--- src/rtl/nvram_upload_reader_pkg.sv ---
// nvram_upload_reader_pkg: state encoding and default NVRAM ioctl index, shared by the upload reader and the download-side writer
package nvram_upload_reader_pkg;
  typedef enum logic [1:0] {IDLE, FETCH, HOLD} state_t;
  localparam logic [7:0] NVRAM_INDEX = 8'hFF;
endpackage

--- src/rtl/nvram_upload_reader.sv ---
// nvram_upload_reader: streams a RAM image to data_io's ioctl_din during host uploads
module nvram_upload_reader
  import nvram_upload_reader_pkg::*;
#(
  parameter int AW = 10,
  parameter int SIZE = 1024,
  parameter logic [7:0] INDEX = NVRAM_INDEX
) (
  input  logic          clk_sys,
  input  logic          reset,
  input  logic          ioctl_upload,
  input  logic [7:0]    ioctl_index,
  input  logic          ioctl_wr,
  output logic [7:0]    ioctl_din,
  output logic [AW-1:0] ram_addr,
  output logic          ram_rd,
  input  logic [7:0]    ram_q,
  input  logic          ram_valid,
  output logic          busy,
  output logic          late
);
  localparam logic [AW:0] LIM = (AW+1)'(SIZE);
  state_t state, state_d;
  logic [AW:0] cnt, cnt_inc;
  logic active, active_q, wr_q, start, stb, in_range, done, go;
  logic pend, drain, drain_d, restart, restart_d;
  assign active = ioctl_upload & (ioctl_index == INDEX);
  assign start = active & ~active_q;
  assign stb = active & ioctl_wr & ~wr_q;
  assign in_range = cnt < LIM;
  assign cnt_inc = in_range ? cnt + 1'b1 : cnt;
  assign done = (state == FETCH) & (~in_range | ram_valid);
  // a restart requested while an abandoned read drains begins on that read's ram_valid
  assign go = (state == IDLE) & active & (start | restart) & (~drain | ram_valid);
  assign ram_addr = cnt[AW-1:0];
  always_ff @(posedge clk_sys or posedge reset)
    if (reset) state <= IDLE;
    else state <= state_d;
  always_comb begin
    state_d = !active ? IDLE :
              (state == IDLE) ? (go ? FETCH : IDLE) :
              (state == FETCH) ? ((done & ~(pend | stb)) ? HOLD : FETCH) :
              (stb ? FETCH : HOLD);
    drain_d = drain ? ~ram_valid : (state == FETCH) & in_range & ~active & ~ram_valid;
    restart_d = (state == IDLE) & active & (start | restart) & drain & ~ram_valid;
  end
  always_comb begin
    ram_rd = ((state == FETCH) & in_range) | drain;
    busy = (state == FETCH) | drain;
  end
  always_ff @(posedge clk_sys or posedge reset)
    if (reset) begin
      active_q <= 1'b0;
      wr_q <= 1'b0;
      cnt <= '0;
      pend <= 1'b0;
      late <= 1'b0;
      drain <= 1'b0;
      restart <= 1'b0;
      ioctl_din <= 8'hFF;
    end else begin
      active_q <= active;
      wr_q <= ioctl_wr;
      drain <= drain_d;
      restart <= restart_d;
      if (go) begin
        cnt <= '0;
        pend <= 1'b0;
        late <= 1'b0;
      end else if (!active) pend <= 1'b0;
      else if (state == FETCH) begin
        late <= late | stb;
        if (done) begin
          ioctl_din <= in_range ? ram_q : 8'hFF;
          pend <= 1'b0;
          if (pend | stb) cnt <= cnt_inc;
        end else pend <= pend | stb;
      end else if (state == HOLD && stb) cnt <= cnt_inc;
    end
endmodule

--- config.mk ---
export PLATFORM = sky130hd
export DESIGN_NAME = nvram_upload_reader
export DESIGN_NICKNAME = d
export VERILOG_FILES = /design/src/rtl/nvram_upload_reader_pkg.sv /design/src/rtl/nvram_upload_reader.sv
export SDC_FILE = /design/constraint.sdc
export NUM_CORES = 1
export LEC_CHECK = 0
export ABC_AREA = 1
export CAP_MARGIN = 30
export CORE_MARGIN = 2
export CORE_UTILIZATION = 25
export DETAILED_ROUTE_END_ITERATION = 6
export GPL_TIMING_DRIVEN = 0
export SETUP_SLACK_MARGIN = 0.2
export SYNTH_ARGS = -nofsm -noshare
export SYNTH_HDL_FRONTEND = slang
export SYNTH_SLANG_ARGS = --single-unit
--- constraint.sdc ---
create_clock -name clk_sys -period 1.8 [get_ports clk_sys]
set_input_delay 0.36 -clock clk_sys [delete_from_list [all_inputs] [get_ports clk_sys]]
set_output_delay 0.36 -clock clk_sys [all_outputs]
set_load 0.05 [all_outputs]
==> flow_summary.toml, run 1 <==
[run]
maxCapViolCount = 0

[clock_tree]
numClockSinks = 27
clk_latency_ns = 0.27
cts-hold-fix-buffers = 0
numCtsBuffers = 3
cts.clk_slew.worst_paths_ns = 0.09
root_buffer = "clkbuf_8"
max-clock-path-buffers = 2
h-tree-depth = 1
cts_tree = "built"

[yosys]
netlist-cell-type-count = 31
synthCells = 183
synth_seq_area_share_pct = 44.2
avgSynthCellArea_um2 = 8.48
async_flop_share_pct = 100
syn-num-nets = 205
synth_edf_count = 0
ys_ff_latch = 27
ys_warn_count = 0
synthFlopType = "dfrtp_1"
netlist_area_um2 = 1550

[die]
fp.dieH_um = 82.8
core_area_um2 = 5960
fp-row-count = 28
fp.dieArea_um2 = 6860
initial_core_util_pct = 26.1
die_x_um = 82.8
io_pins = 42

[worst_setup_path]
path_max_fanout = 4
r2r_cells = 8
crit_type = "flop to output pin"
crit_required_ns = 1.44
worstPathCellList = "inv_2 > nor2_4 > inv_2 > o21ai_2 > buf_6"
critPathMostFrequentCell = "inv_2"
max_stage_delay_ns = 0.43
critPathBufInv = 3
crit_slowest_cell = "dfrtp_1"
worstSetupStartpointType = "flop"
worstReg2RegStart = "state[1]"
cp_top_family = "flip-flops"
cp-startpoint = "state[0]"
r2r-end = "cnt[1]"
endpoint = "ram_rd"
cp_data_arrival_time_ns = 1.28
reg2reg_slack_ns = 0.20
crit_path_end_kind = "output pin"
cp.depth = 5

[pwr]
leakage_nw = 1.21
vdd_drop_max_mv = 0.338
p_total_mw = 1.20
power.density_nw_per_um2 = 495

[drt]
dr.first_iter.drc_count = 44
routed_wl_um = 3660
dr_total_vias = 1381
first_pass_iters = 4
postRouteAntennaNets = 0
drt-wirelength-per-cell_um = 11.3
avgViaCountPerCell = 4.26
drc = 0

[timing]
min_period_ns = 1.64
worstMarginPinSlew_ns = 0.643
whs_ns = 0.244
skew_ns = 0.00528
fin_tns_setup_ns = 0
timing.fmax_mhz = 608
rsz0062_at_grt = "yes"
finalCritPeriodShare_pct = 91.3
hold_viol_final = 0
slew_headroom_pct = 57.1
setup_slack_ns = 0.156
setup_viol = 0
finalMaxSlewViolations = 0

[hold_path]
min_path_type = "input port to flop"

[finish]
fillers = 605
instances_no_fill = 324
final_core_util_pct = 40.8
area_growth_pct = 56.5
drive_gt1_share_pct = 47.0
final-seq-area_um2 = 686
num_antenna_cells = 0
nets = 272
multiInputGateArea_um2 = 752
stdcell_area_um2 = 2430

[outcome]
run_status = "complete, no violations"

[place]
dp_slack_ns = -0.309
hpwlAfterDp_um = 2400
placed_area_um2 = 2090
placed_cells = 300
port_buffers = 41
routabilityCongestion = 0.757

[grt]
overflow = 0
antenna_found_initial = 0
grt_pass1_vias = 1298
grt_max_degree = 15
grt_pass1_wl_um = 5820
globalRouteTotalUtil_pct = 10.2
## state kept, by name, summed over array words and instances (netlist names)
register	count
active_q	1
cnt	11
drain	1
ioctl_din	8
late	1
pend	1
restart	1
state	2
wr_q	1
## synthesized netlist by cell type (3+ instances only)
cell type  number  area share, %
nand3_1         7            2.3
nor2_4          3            2.2
nand2_1        23            5.6
inv_1          27            6.5
a21oi_1        10            3.2
o21ai_0         5            1.6
buf_4          10            4.8
a21oi_2         7            3.9
dfrtp_1        19             31
nand2_2         4            1.6
dfstp_2         8             14
nor3_1          4            1.3
nor2_1         31            7.5
## per-layer routing
metal / GRT usage, % / vias up / share of wire, %
met5: 0 / - / 0
met3: 2.39 / 6 / 3.5
met1: 12.8 / 648 / 45
li1: - / 698 / -
met2: 17.5 / 29 / 51
met4: 2.68 / 0 / 1.2
## layout by cell type, fill, tap and decap left out, drive strengths merged, types with 7 or more instances in the layout
cell type / n
clkdlybuf4s15: 16
a21oi: 17
nand2: 28
nor2: 35
nand3: 9
inv: 29
dlygate4sd2: 8
buf: 36
o21ai: 8
clkdlybuf4s50: 10
dfstp: 8
clkbuf: 7
dfrtp: 19
## timing repair
| action | 4_1_cts | 5_1_grt |
|---|---|---|
| cloned | 1 | 2 |
| endpoints found under the setup margin | 42 | 25 |
| endpoints found under the hold margin | 0 | 0 |
| buffers inserted | 8 | 9 |
| gates resized for setup | 85 | 39 |
| pin swaps | 9 | 17 |
## area by class of cell
| class | count | area share, % |
|---|---|---|
| tap | 75 | 3.86 |
| buffer | 14 | 4.84 |
| sequential | 27 | 28.2 |
| multi-input combinational | 113 | 30.9 |
| inverter | 29 | 4.48 |
| clock buffer | 4 | 1.85 |
| timing repair buffer | 62 | 25.8 |
## power by group
part	switching, mW	internal [mW]
sequential	0.0124	0.623
combinational	0.129	0.0997
clock	0.180	0.158
total	0.321	0.881
## kinds of logic (layout without fill, tap and decap cells)
family	count (synthesis)	after routing	synth area share, %
simple gates	81	81	27.9
buf+inv	43	109	13.9
compound gates	31	31	13.3
flops	27	27	44.2
fa+ha+maj	1	1	0.806
## worst min-delay path by stage
stage / startpoint / to / slack [ns] / cells after the start
final: ioctl_wr / wr_q / 0.24 / 1
after global routing: ioctl_wr / wr_q / 0.25 / 1
after CTS: reset / cnt[7] / 0.49 / 2
after detailed placement: ioctl_din[5] / ioctl_din[5] / 0.50 / 2
after global placement: ioctl_din[5] / ioctl_din[5] / 0.49 / 2
after floorplan: ioctl_wr / wr_q / 0.39 / 0
## worst reg2reg max path, delay by kind of cell, from the launching register on
family / cells / cell delay [ns]
AO/OA/AOI/OAI: 2 / 0.14
AND/OR/NAND/NOR: 3 / 0.51
buffers and inverters: 3 / 0.43
flip-flops: 1 / 0.42
Power figures use the tool's default switching activity.
==> run 2: changes to the inputs <==
MAX_ROUTING_LAYER = met4   (was not set)
==> run 2 against run 1 <==
  * Highest routed layer unchanged
  * Cell count up 0.62%
  * Design area up 1.9%
  * Critical endpoint unchanged
  * Combinational power about the same
  * Setup slack got worse by 0.0046 ns
==> flow_summary.toml, run 2 (synthesis results as in run 1) <==
[worst_setup_path]
critPathBufInv = 3
worstPathCellList = "inv_2 > nor2_4 > inv_2 > o21ai_2 > buf_6"
crit_required_ns = 1.44
crit_path_end_kind = "output pin"
critPathMostFrequentCell = "inv_2"
cp_top_family = "flip-flops"
cp_data_arrival_time_ns = 1.29
max_stage_delay_ns = 0.44
crit_slowest_cell = "dfrtp_1"
crit_type = "flop to output pin"
worstSetupStartpointType = "flop"
path_max_fanout = 4

[place]
placed_area_um2 = 2090
routabilityCongestion = 0.767
port_buffers = 41
hpwlAfterDp_um = 2400

[drt]
dr.first_iter.drc_count = 18
first_pass_iters = 4
drt-wirelength-per-cell_um = 11.3
postRouteAntennaNets = 0
routed_wl_um = 3680
dr_total_vias = 1377
drc = 0
avgViaCountPerCell = 4.22

[timing]
fin_tns_setup_ns = 0
finalMaxSlewViolations = 0
skew_ns = 0.00512
timing.fmax_mhz = 607
slew_headroom_pct = 56.9
min_period_ns = 1.65
setup_viol = 0
hold_viol_final = 0
finalCritPeriodShare_pct = 91.6
whs_ns = 0.244
worstMarginPinSlew_ns = 0.645
rsz0062_at_grt = "yes"

[die]
fp-row-count = 28
fp.dieH_um = 82.8
core_area_um2 = 5960
fp.dieArea_um2 = 6860
io_pins = 42
die_x_um = 82.8
initial_core_util_pct = 26.1

[pwr]
power.density_nw_per_um2 = 486
p_total_mw = 1.20
leakage_nw = 1.23
vdd_drop_max_mv = 0.338

[grt]
overflow = 0
grt_pass1_wl_um = 5840
antenna_found_initial = 0
grt_max_degree = 15
globalRouteTotalUtil_pct = 10.5
grt_pass1_vias = 1298

[finish]
drive_gt1_share_pct = 49.4
layout_common_cells = "buf_4, inv_1, nor2_1, dfrtp_1, nand2_1"
layout_commonest_cell = "buf_4"
area_growth_pct = 59.4
reg.largest.list = "cnt x11, ioctl_din x8, state x2"
num_antenna_cells = 0
nets = 274
stdcell_area_um2 = 2470
top_register = "cnt"
largest_register_ffs = 11

[clock_tree]
clk_latency_ns = 0.27
root_buffer = "clkbuf_8"
cts.clk_slew.worst_paths_ns = 0.09
cts-hold-fix-buffers = 0
numClockSinks = 27
cts_tree = "built"
max-clock-path-buffers = 2
numCtsBuffers = 3
h-tree-depth = 1

[hold_path]
min_path_type = "input port to flop"

[run]
maxCapViolCount = 0

[outcome]
run_status = "complete, no violations"
-- run 2: changes by cell type in the layout (fill, tap and decap cells not counted), sizes merged --
cell / previous run / this run
clkbuf: 7 / 6
buf: 36 / 39
-- run 2: worst register-to-register path: stages, from the launching register on --
cell,delay (ns)
dfrtp_1,0.44
buf_4,0.17
nor2_4,0.11
o21ai_4,0.08
nor3_4,0.30
inv_2,0.11
buf_6,0.15
o21ai_0,0.07
a21oi_1,0.06
-- run 2: cell type report --
type / instances / area [µm²]
Tap cell: 75 / 93.8
Fill cell: 600 / 3480
Clock buffer: 4 / 45.0
Timing Repair Buffer: 64 / 649
Sequential cell: 27 / 686
Multi-Input combinational cell: 113 / 774
Buffer: 14 / 118
Inverter: 29 / 109
-- run 2: power breakdown --
part           internal, mW  switching [mW]
sequential            0.623          0.0121
clock                 0.158           0.180
combinational         0.100           0.129
-- run 2: worst paths after layout --
kind                         startpoint  depth (start not counted)           end  slack (ns)
max                            state[0]                          5        ram_rd        0.15
min                            ioctl_wr                          1          wr_q        0.24
max reg2reg                    state[0]                          8        cnt[0]        0.21
min reg2reg                ioctl_din[6]                          2  ioctl_din[6]        0.51
max in group asynchronous         reset                          3          pend        0.84
min in group asynchronous         reset                          2       restart        0.47
-- run 2: metrics by stage --
step	worst slack, ns	cells	util, %
2_1_floorplan	0.342	183	-
3_3_place_gp	-0.287	299	34.6
3_5_place_dp	-0.309	300	35.1
4_1_cts	0.0889	313	37.5
5_1_grt	0.0870	326	41.6
6_report	0.151	326	41.6
-- run 2: repair_timing --
action | in CTS | in global routing
setup buffers | 8 | 11
setup endpoints to repair | 42 | 25
gates cloned | 1 | 2
gates resized for setup | 85 | 48
pin swaps | 9 | 18
-- run 2: metal layers --
metal,global-route usage [%],vias up,share of wire [%]
met3,2.39,2,3.1
met5,-,-,0
met2,17.7,27,51
met1,12.7,647,45
li1,-,701,-
met4,2.68,0,0.71
